==> config.mk <==
export PLATFORM = sky130hd
export DESIGN_NAME = ifu_prefetch
export DESIGN_NICKNAME = d
export VERILOG_FILES = /design/src/rtl/ifu_prefetch.sv
export SDC_FILE = /design/constraint.sdc
export NUM_CORES = 1
export LEC_CHECK = 0
export CORE_ASPECT_RATIO = 0.7
export CORE_UTILIZATION = 51
export CTS_CLUSTER_SIZE = 12
export DETAILED_ROUTE_END_ITERATION = 8
export PLACE_DENSITY = 0.75
export SLEW_MARGIN = 40
export SYNTH_ARGS = -nofsm -noshare
export SYNTH_HDL_FRONTEND = slang
export SYNTH_SLANG_ARGS = --single-unit
export TNS_END_PERCENT = 20
==> constraint.sdc <==
create_clock -name clk -period 9.67 [get_ports clk]
set_input_delay 1.934 -clock clk [delete_from_list [all_inputs] [get_ports clk]]
set_output_delay 1.934 -clock clk [all_outputs]
set_load 0.01 [all_outputs]
==> src/rtl/ifu_prefetch.sv <==
// Instruction fetch unit with an in-order prefetch ring between the PC/redirect logic and an
// instruction memory port; stale responses after a redirect are counted off and discarded.
module ifu_prefetch #(
    parameter int unsigned       ADDR_W   = 32,
    parameter int unsigned       INST_W   = 32,
    parameter int unsigned       DEPTH    = 4,
    parameter logic [ADDR_W-1:0] RESET_PC = 32'h8000_0000,
    parameter int unsigned       STEP     = 4
) (
    input  logic              clk,
    input  logic              rst,
    input  logic              pcsel_i,
    input  logic [ADDR_W-1:0] dnpc_i,
    output logic              req_valid_o,
    input  logic              req_ready_i,
    output logic [ADDR_W-1:0] req_addr_o,
    input  logic              rsp_valid_i,
    input  logic [INST_W-1:0] rsp_data_i,
    output logic              inst_valid_o,
    input  logic              inst_ready_i,
    output logic [INST_W-1:0] inst_o,
    output logic [ADDR_W-1:0] pc_o
);

    localparam int unsigned PW = $clog2(DEPTH);
    localparam int unsigned CW = PW + 1;

    logic [ADDR_W-1:0] fetch_pc_q;
    logic [PW-1:0]     alloc_q, fill_q, head_q;
    // pend_q: allocated entries still waiting for their response
    logic [CW-1:0]     count_q, pend_q, drop_q;
    logic [ADDR_W-1:0] pc_q   [DEPTH];
    logic [INST_W-1:0] inst_q [DEPTH];
    logic [DEPTH-1:0]  filled_q;

    logic              req_fire, inst_fire, rsp_keep, rsp_drop;
    logic [CW:0]       inflight;

    assign inflight     = {1'b0, count_q} + {1'b0, drop_q};
    assign req_valid_o  = !rst && !pcsel_i && (inflight < (CW+1)'(DEPTH));
    assign req_addr_o   = fetch_pc_q;
    assign req_fire     = req_valid_o && req_ready_i;

    assign inst_valid_o = (count_q != '0) && filled_q[head_q];
    assign inst_o       = inst_q[head_q];
    assign pc_o         = pc_q[head_q];
    assign inst_fire    = inst_valid_o && inst_ready_i;

    assign rsp_drop     = rsp_valid_i && (drop_q != '0);
    assign rsp_keep     = rsp_valid_i && (drop_q == '0);

    always_ff @(posedge clk or posedge rst) begin
        if (rst) begin
            fetch_pc_q <= RESET_PC;
            alloc_q    <= '0;
            fill_q     <= '0;
            head_q     <= '0;
            count_q    <= '0;
            pend_q     <= '0;
            drop_q     <= '0;
        end else if (pcsel_i) begin
            fetch_pc_q <= dnpc_i;
            alloc_q    <= '0;
            fill_q     <= '0;
            head_q     <= '0;
            count_q    <= '0;
            pend_q     <= '0;
            // A response arriving now is always discarded, so it retires one outstanding fetch.
            drop_q     <= drop_q + pend_q - CW'(rsp_valid_i);
        end else begin
            if (req_fire) begin
                fetch_pc_q <= fetch_pc_q + ADDR_W'(STEP);
                alloc_q    <= alloc_q + PW'(1);
            end
            if (rsp_keep) begin
                fill_q <= fill_q + PW'(1);
            end
            if (inst_fire) begin
                head_q <= head_q + PW'(1);
            end
            count_q <= count_q + CW'(req_fire) - CW'(inst_fire);
            pend_q  <= pend_q + CW'(req_fire) - CW'(rsp_keep);
            drop_q  <= drop_q - CW'(rsp_drop);
        end
    end

    always_ff @(posedge clk or posedge rst) begin
        if (rst) begin
            for (int unsigned i = 0; i < DEPTH; i++) begin
                pc_q[i]   <= '0;
                inst_q[i] <= '0;
            end
            filled_q <= '0;
        end else if (pcsel_i) begin
            filled_q <= '0;
        end else begin
            if (req_fire) begin
                pc_q[alloc_q]     <= fetch_pc_q;
                filled_q[alloc_q] <= 1'b0;
            end
            if (rsp_keep) begin
                inst_q[fill_q]   <= rsp_data_i;
                filled_q[fill_q] <= 1'b1;
            end
            if (inst_fire) begin
                filled_q[head_q] <= 1'b0;
            end
        end
    end

`ifndef SYNTHESIS
    rsp_has_owner: assert property (@(posedge clk) disable iff (rst)
        rsp_valid_i |-> (drop_q != '0 || pend_q != '0));
`endif

endmodule

Yosys cells after proc, flatten, opt, wreduce, memory -nomap -nowiden --
Index checks and enable logic that the tools add are counted.
Word-level totals: flip-flop bits (word level) 307, input bits 70, output and inout port bits 98, word-level logic and storage cells 108
Cells by class: $add $sub $neg 12, order comparisons 12, mux-type cells 37, bitwise gates (word level) 9, reduce and logical (&&, ||, !) cells 22
Operators with widths (count):
- bitwise mux 128 bit | 2
- two-way mux 32 bit | 8
- binary-select mux 32 bit (select 2 bit) | 2
- demux 32 bit (select 2 bit) | 2
- adder 32 x 3 -> 32 bit (second input constant) | 1
- two-way mux 4 bit | 6
- logical AND 1 bit | 12
- two-way mux 2 bit | 6
- subtractor 3 x 1 -> 3 bit | 4
- greater-or-equal comparator 3 bit (second input constant) | 3
- < comparator 2 x 3 -> 1 bit (second input constant) | 3
- two-way mux 3 bit | 3
- NOT 2 -> 3 bit | 3
- bitwise AND 4 bit | 2
- NOT 4 bit | 2
- adder 2 x 1 -> 2 bit (second input constant) | 3
- adder 3 x 1 -> 3 bit | 2
- demux 1 bit (select 2 bit) | 3
- greater-or-equal comparator 2 x 1 -> 1 bit (second input constant) | 3
- < comparator 3 x 1 -> 1 bit (second input constant) | 2
- nonzero test 2 bit | 3
- nonzero test 3 bit | 2
- adder 3 x 3 -> 4 bit | 1
- < comparator 4 x 3 -> 1 bit (second input constant) | 1
- other kinds (8) | 13

Depth between registers and ports, before layout --
Gate-level depths: netlist of the first run.
word-level depth 14, mapped depth 13

Worst setup path after synthesis of the first run --
No wires, ideal clock.
kind input-to-output, start in pcsel_i, end out req_valid_o, data arrival time 2.632 ns, slack 5.104 ns, stages on the path 3, path buffers 2, cells stage by stage clkbuf_1 -> clkbuf_1 -> and3b_1
On the way: word-level cells in the longest chain between the ends 3
RTL lines:
- start: declaration | RTL line 12 | input logic pcsel_i,
- logical NOT 1 bit | RTL line 40 | assign req_valid_o = !rst && !pcsel_i && (inflight < (CW+1)'(DEPTH));
- logical AND 1 bit (2 in series) | RTL line 40
- end: declaration | RTL line 14 | output logic req_valid_o,
No other way between the ends.

Worst setup path after layout of the first run --
start in rst, end out req_valid_o
On the way: word-level cells in the longest chain between the ends 3
RTL lines:
- start: declaration | RTL line 11 | input logic rst,
- logical NOT 1 bit (no line)
- logical AND 1 bit (2 in series) | RTL line 40
No other way between the ends.

==> impl_metrics.csv, run 1 <==
group,metric,value,unit
status,status,"completed",
detailed_routing,wl,31100,um
sta,slew-limit-headroom,50.4,%
place,placed_area,16100,um^2
layout,fin_util,63.3,%
clock_network,cts_made_buffers,31,
sta,setup_ws,4130,ps
sta,fin_worst_skew,13.5,ps
synthesis,ys_ff_latch,307,
synthesis,netlist_area,14100,um^2
clock_network,clk_pin_slew,60,ps
place,dp_hpwl,19600,um
clock_network,h-tree-depth,1,
floorplanning,num_io_pins,168,
floorplanning,start_util,52.4,%
synthesis,ys_types,55,
layout,antenna_cells,0,
global_routing,gr-usage-met3,3.65,%
layout,nNetsFinal,1213,
hold_path,hold_depth,2,
global_routing,grt_pass1_vias,9032,
critical_path,critPathArrivalTime,3610,ps
sta,tns,0,ps
global_routing,grt_usage,22.7,%
clock_network,clkLatencyLatePin,550,ps
layout,final_cells,1494,
sta,setup_viol,0,
clock_network,cts-resized-gates,0,
power,vdd_drop_max,0.000147,V
clock_network,clockBufferDepth,3,
global_routing,grt_pass1_wl,50800,um
critical_path,crit_path_end_kind,"output pin",
detailed_routing,ant_nets,0,
power,power.total,3.91,mW
power,p_leak,7.75,nW
detailed_routing,routedWlPerCell,20.8,um
sta,slew_viol_final,0,
synthesis,synth_edf_count,0,
layout,layout_commonest_cell,"dfrtp_1",
synthesis,ys.warnings.count,0,
synthesis,syn_inst,964,
power,power.density,229,nW/um^2
synthesis,synth-main-ff-cell,"dfrtp_1",
global_routing,grt-ovfl-total,0,
floorplanning,fp.dieH,141,um
global_routing,antenna_found_initial,0,
sta,grt_setup_unrepaired,"false",
sta,worst_pin_slew,745,ps
sta,fin_crit,5540,ps
clock_network,hold_buffers,0,
floorplanning,num_rows,50,
clock_network,cts_tree,"yes",
detailed_routing,firstDrtPassIters,5,
detailed_routing,vias_per_cell,5.71,
synthesis,synth.net_count,1061,
sta,finalHoldViolCount,0,
sta,fmax,180,MHz
place,numPortBuffers,167,
critical_path,crit_type,"in -> out",
floorplanning,die_w,201,um
critical_path,ff2ff_path_depth,11,
sta,hold_ws,490,ps
floorplanning,dieArea,28400,um^2
synthesis,ys_seq_area_share,54.4,%
flow_run,cap_viol_max_count,0,
place,dp.cells,1446,
clock_network,clockRootBuffer,"clkbuf_16",
global_routing,met2_usage,35.0,%
sta,period_share,57.3,%
critical_path,cp.required,7740,ps
place,place_congestion,0.783,
clock_network,clock-sinks,307,
synthesis,avgSynthCellArea,14.6,um^2
critical_path,cp-start-kind,"input port",
layout,synthToLayoutAreaGrowth,20.8,%
floorplanning,core_area,27000,um^2
critical_path,crit_fanout,4,
detailed_routing,vias,8532,
detailed_routing,drc_errors,0,
global_routing,grt_util_met1,34.3,%
hold_path,min_path_type,"reg -> reg",
layout,layout-drive-gt1-share,34.1,%
detailed_routing,drt-initial-drc-count,393,
layout,finish.instance_area,17100,um^2
global_routing,grt_start_max_net_pins,79,
place,dpl_worst_slack,4150,ps
clock_network,cts_setup_buffers,0,
layout,final_cell_mix,"dfrtp_1 (304), mux2_2 (244), clkdlybuf4s50_1 (166)",
global_routing,grt_busiest_layer,"met2",
synthesis,async_flop_share,100,%
==> synthesized netlist by cell type, types with 2 or more instances <==
| master | n | area, um^2 |
|---|---|---|
| a211oi_1 | 4 | 30.0 |
| a21o_1 | 2 | 15.0 |
| a21oi_1 | 8 | 40.0 |
| a22oi_1 | 7 | 52.6 |
| a32oi_1 | 2 | 17.5 |
| and2_1 | 3 | 18.8 |
| and3_1 | 3 | 18.8 |
| and4b_1 | 2 | 20.0 |
| buf_1 | 5 | 18.8 |
| buf_2 | 37 | 185 |
| buf_4 | 3 | 22.5 |
| clkbuf_1 | 15 | 56.3 |
| clkbuf_2 | 4 | 20.0 |
| dfrtp_1 | 306 | 7660 |
| fa_1 | 3 | 60.1 |
| ha_1 | 24 | 300 |
| inv_1 | 21 | 78.8 |
| mux2_1 | 6 | 67.6 |
| mux2_2 | 244 | 2750 |
| mux2i_1 | 3 | 30.0 |
| mux4_2 | 65 | 1460 |
| nand2_1 | 49 | 184 |
| nand2_2 | 2 | 12.5 |
| nand2_4 | 4 | 45.0 |
| nand3_1 | 16 | 80.1 |
| nand3b_1 | 5 | 37.5 |
| nand4_1 | 12 | 75.1 |
| nor2_1 | 19 | 71.3 |
| nor2b_1 | 6 | 37.5 |
| nor3_1 | 4 | 20.0 |
| nor4_2 | 2 | 25.0 |
| nor4_4 | 2 | 42.5 |
| o211ai_1 | 9 | 67.6 |
| o21ai_0 | 29 | 145 |
| o311ai_0 | 2 | 17.5 |
| o311ai_1 | 2 | 17.5 |
| or4_1 | 2 | 15.0 |
| xnor2_1 | 7 | 61.3 |
| xor2_1 | 9 | 78.8 |
==> flip-flops by register name (all words and copies together) (netlist names) <==
| register | cells |
|---|---|
| alloc_q | 2 |
| count_q | 3 |
| drop_q | 3 |
| fill_q | 2 |
| filled_q | 4 |
| head_q | 2 |
| inst_q | 128 |
| pc_q | 128 |
| pend_q | 3 |
| req_addr_o | 32 |
==> routing by layer <==
layer | routed length [um] | share of wire (%) | up-vias
met5 | 0 | 0 | -
met2 | 14100 | 45 | 201
met3 | 1380 | 4.4 | 31
li1 | - | - | 3851
met1 | 15100 | 49 | 4449
met4 | 501 | 1.6 | 0
==> final timing paths <==
path	slack [ps]	startpoint	end
worst max-delay path	4130	rst	req_valid_o
worst min-delay path	490	pc_q[83]$_DFFE_PP0P_	pc_q[83]$_DFFE_PP0P_
worst max register to register	6180	count_q[2]$_DFF_PP0_	count_q[2]$_DFF_PP0_
worst min register to register	490	pc_q[83]$_DFFE_PP0P_	pc_q[83]$_DFFE_PP0P_
max in group asynchronous	6680	rst	pc_q[3]$_DFFE_PP0P_
min in group asynchronous	1780	rst	pc_q[94]$_DFFE_PP0P_
==> logic make-up (layout without fill, tap and decap cells) <==
| group | count (synthesis) | in the layout | synth area share, % |
|---|---|---|---|
| muxes | 318 | 318 | 30.5 |
| DFF | 307 | 307 | 54.4 |
| and+or+nand+nor | 140 | 140 | 5.63 |
| buffers and inverters | 85 | 251 | 2.70 |
| AOI/OAI and AO/OA | 71 | 71 | 3.18 |
| adders and majority gates | 27 | 27 | 2.55 |
| xor gates and xnor gates | 16 | 16 | 0.993 |
==> layout make-up <==
cell class                 instances  area [um^2]
clock buffer                      44          885
clock inverter                     3         40.0
fill                            2029         9910
inverter                          21         82.6
multi-input combinational        572         6050
sequential                       307         7690
tap                              364          455
timing repair buffer             183         1850
==> power by group <==
group,switching (mW),leakage (nW),total [mW],internal [mW]
registers,0.175,4.08,1.74,1.56
clock network,0.473,0.455,1.12,0.650
logic,0.386,3.21,1.05,0.660
==> critical path, cell delays in order <==
cell	delay, ps
clkdlybuf4s50_1	480
nor4_2	440
and3b_1	220
clkdlybuf4s50_1	530
(Power assumes the default switching activity.)
==> run 2, diff against run 1 <==
--- a/config.mk
+++ b/config.mk
@@ -6,10 +6,10 @@
 export NUM_CORES = 1
 export LEC_CHECK = 0
 export CORE_ASPECT_RATIO = 0.7
-export CORE_UTILIZATION = 51
+export CORE_UTILIZATION = 55
 export CTS_CLUSTER_SIZE = 12
 export DETAILED_ROUTE_END_ITERATION = 8
-export PLACE_DENSITY = 0.75
+export PLACE_DENSITY = 0.77
 export SLEW_MARGIN = 40
 export SYNTH_ARGS = -nofsm -noshare
 export SYNTH_HDL_FRONTEND = slang
==> constraint.sdc (replaced) <==
create_clock -name clk -period 5.2 [get_ports clk]
set_input_delay 1.04 -clock clk [delete_from_list [all_inputs] [get_ports clk]]
set_output_delay 1.04 -clock clk [all_outputs]
set_load 0.01 [all_outputs]
==> run 2 against run 1 <==
  * The flow now finishes with violations (design-rule violations)
  * Register-to-register slack worse by 4100 ps
  * Via count increased by 0.50%
  * Largest cell class unchanged
  * Highest routed layer unchanged
  * Critical path depth decreased by 1
  * Clock power rose by 75%
  * Worst hold slack got worse by 14 ps
  * Sequential cell count unchanged
  * Count of clock-buffer cells in the layout shrank 2
  * Total power increased by 83%
==> impl_metrics.csv, run 2 (synthesis gave the netlist of run 1 again) <==
group,metric,value,unit
sta,tns,0,ps
critical_path,crit_fanout,47,
clock_network,h-tree-depth,1,
global_routing,grt_start_max_net_pins,124,
critical_path,crit_type,"reg -> out",
status,violations,"design-rule violations",
detailed_routing,drt-initial-drc-count,439,
global_routing,met2_usage,37.1,%
layout,nNetsFinal,1212,
critical_path,worstSetupEndpoint,"pc_o[4]",
critical_path,ff2ff_path_depth,10,
layout,seq_area,7690,um^2
detailed_routing,vias_per_cell,5.91,
hold_path,min_path_type,"reg -> reg",
power,power.density,422,nW/um^2
clock_network,cts_tree,"yes",
status,status,"finished, violations left",
sta,finalHoldViolCount,0,
layout,fin_util,68.0,%
clock_network,cts-resized-gates,0,
critical_path,critPathArrivalTime,2850,ps
critical_path,cp-start-kind,"register",
detailed_routing,firstDrtPassIters,9,
critical_path,crit_path_end_kind,"output pin",
sta,fin_crit,3890,ps
critical_path,rr_startpoint,"head_q[0]$_DFFE_PP0P_",
global_routing,grt-ovfl-total,0,
power,p_leak,7.71,nW
global_routing,grt_usage,23.9,%
sta,slew-limit-headroom,49.1,%
floorplanning,num_rows,48,
layout,fillCellCount,1758,
global_routing,grt_util_met1,35.8,%
floorplanning,start_util,56.6,%
global_routing,grt_pass1_vias,8938,
sta,period_share,74.8,%
place,dp_hpwl,19100,um
critical_path,startpoint,"head_q[0]$_DFFE_PP0P_",
critical_path,r2r-end,"count_q[2]$_DFF_PP0_",
detailed_routing,wl,30400,um
floorplanning,fp.dieH,136,um
layout,layout_commonest_cell,"dfrtp_1",
layout,layout-drive-gt1-share,33.7,%
global_routing,antenna_found_initial,0,
clock_network,cts_setup_buffers,0,
clock_network,clock-sinks,307,
detailed_routing,vias,8575,
clock_network,cts_made_buffers,30,
critical_path,rrSetupSlack,2120,ps
sta,setup_viol,0,
global_routing,grt_busiest_layer,"met2",
detailed_routing,drc_errors,10,
floorplanning,die_w,194,um
power,vdd_drop_max,0.000298,V
clock_network,clk_pin_slew,60,ps
sta,fin_worst_skew,15.9,ps
sta,fmax,257,MHz
layout,antenna_cells,0,
place,place_congestion,0.774,
flow_run,cap_viol_max_count,0,
sta,worst_pin_slew,762,ps
clock_network,clockRootBuffer,"clkbuf_16",
clock_network,hold_buffers,0,
floorplanning,num_io_pins,168,
global_routing,grt_pass1_wl,49200,um
detailed_routing,ant_nets,0,
clock_network,clkLatencyLatePin,540,ps
layout,multi_input_area,6050,um^2
place,numPortBuffers,167,
floorplanning,core_area,24900,um^2
floorplanning,dieArea,26300,um^2
sta,slew_viol_final,0,
sta,grt_setup_unrepaired,"false",
clock_network,clockBufferDepth,3,
layout,final_cell_mix,"dfrtp_1 (304), mux2_2 (244), clkdlybuf4s50_1 (166)",
critical_path,cp.required,4160,ps
detailed_routing,routedWlPerCell,21.0,um
layout,synthToLayoutAreaGrowth,20.0,%
global_routing,gr-usage-met3,3.92,%
run 2: cell count changes in the layout (fill, tap and decap cells not counted):
cell	previous run	this run
clkinv_2	2	1
buf_6	3	0
buf_4	9	11
buf_16	0	1
bufinv_16	1	0
clkbuf_8	6	3
clkbuf_1	7	8
run 2: per-layer routing:
metal | wire length [um] | part of all wire, %
met1 | 14600 | 48
met2 | 14200 | 47
met3 | 1280 | 4.2
met4 | 388 | 1.3
met5 | 0 | 0
run 2: area by class of cell:
| cell class | instances | share of cell area, % |
|---|---|---|
| sequential | 307 | 45.4 |
| multi-input combinational | 572 | 35.7 |
| timing repair buffer | 183 | 11.0 |
| clock buffer | 42 | 5.00 |
| tap | 325 | 2.40 |
| inverter | 21 | 0.487 |
| clock inverter | 1 | 0.0295 |
run 2: worst max-delay path, cell delays in order (launching register included):
cell	delay [ps]
dfrtp_4	730
buf_12	430
mux4_2	620
clkdlybuf4s50_1	500
run 2: where the power goes:
part           internal (mW)  total, mW  leakage [nW]  switching [mW]
clock                   1.11       1.96         0.417           0.850
sequential              2.91       3.23          4.08           0.326
combinational           1.23       1.96          3.22           0.727
total                   5.25       7.15          7.71            1.90
run 2: worst min path at each step:
stage	end	depth (start not counted)	startpoint	slack (ps)
global route	pc_q[67]$_DFFE_PP0P_	1	pc_q[67]$_DFFE_PP0P_	510
finish	pc_q[4]$_DFFE_PP0P_	2	pc_q[4]$_DFFE_PP0P_	480
CTS	pc_q[4]$_DFFE_PP0P_	2	pc_q[4]$_DFFE_PP0P_	480
floorplan	pc_q[36]$_DFFE_PP0P_	2	pc_q[36]$_DFFE_PP0P_	440
detailed placement	pc_q[55]$_DFFE_PP0P_	2	pc_q[55]$_DFFE_PP0P_	470
global placement	pc_q[51]$_DFFE_PP0P_	2	pc_q[51]$_DFFE_PP0P_	460
run 2: through the flow:
stage	instances	total power, mW	hold slack [ps]	worst slack, ps	area, um^2
finish	1451	7.15	476	1310	16900
global route	1451	7.51	511	1170	16900
CTS	1449	7.22	482	1250	16900
detailed placement	1406	5.23	468	1230	16000
global placement	1406	5.16	460	1360	16000
floorplan	964	4.33	445	75.9	14100
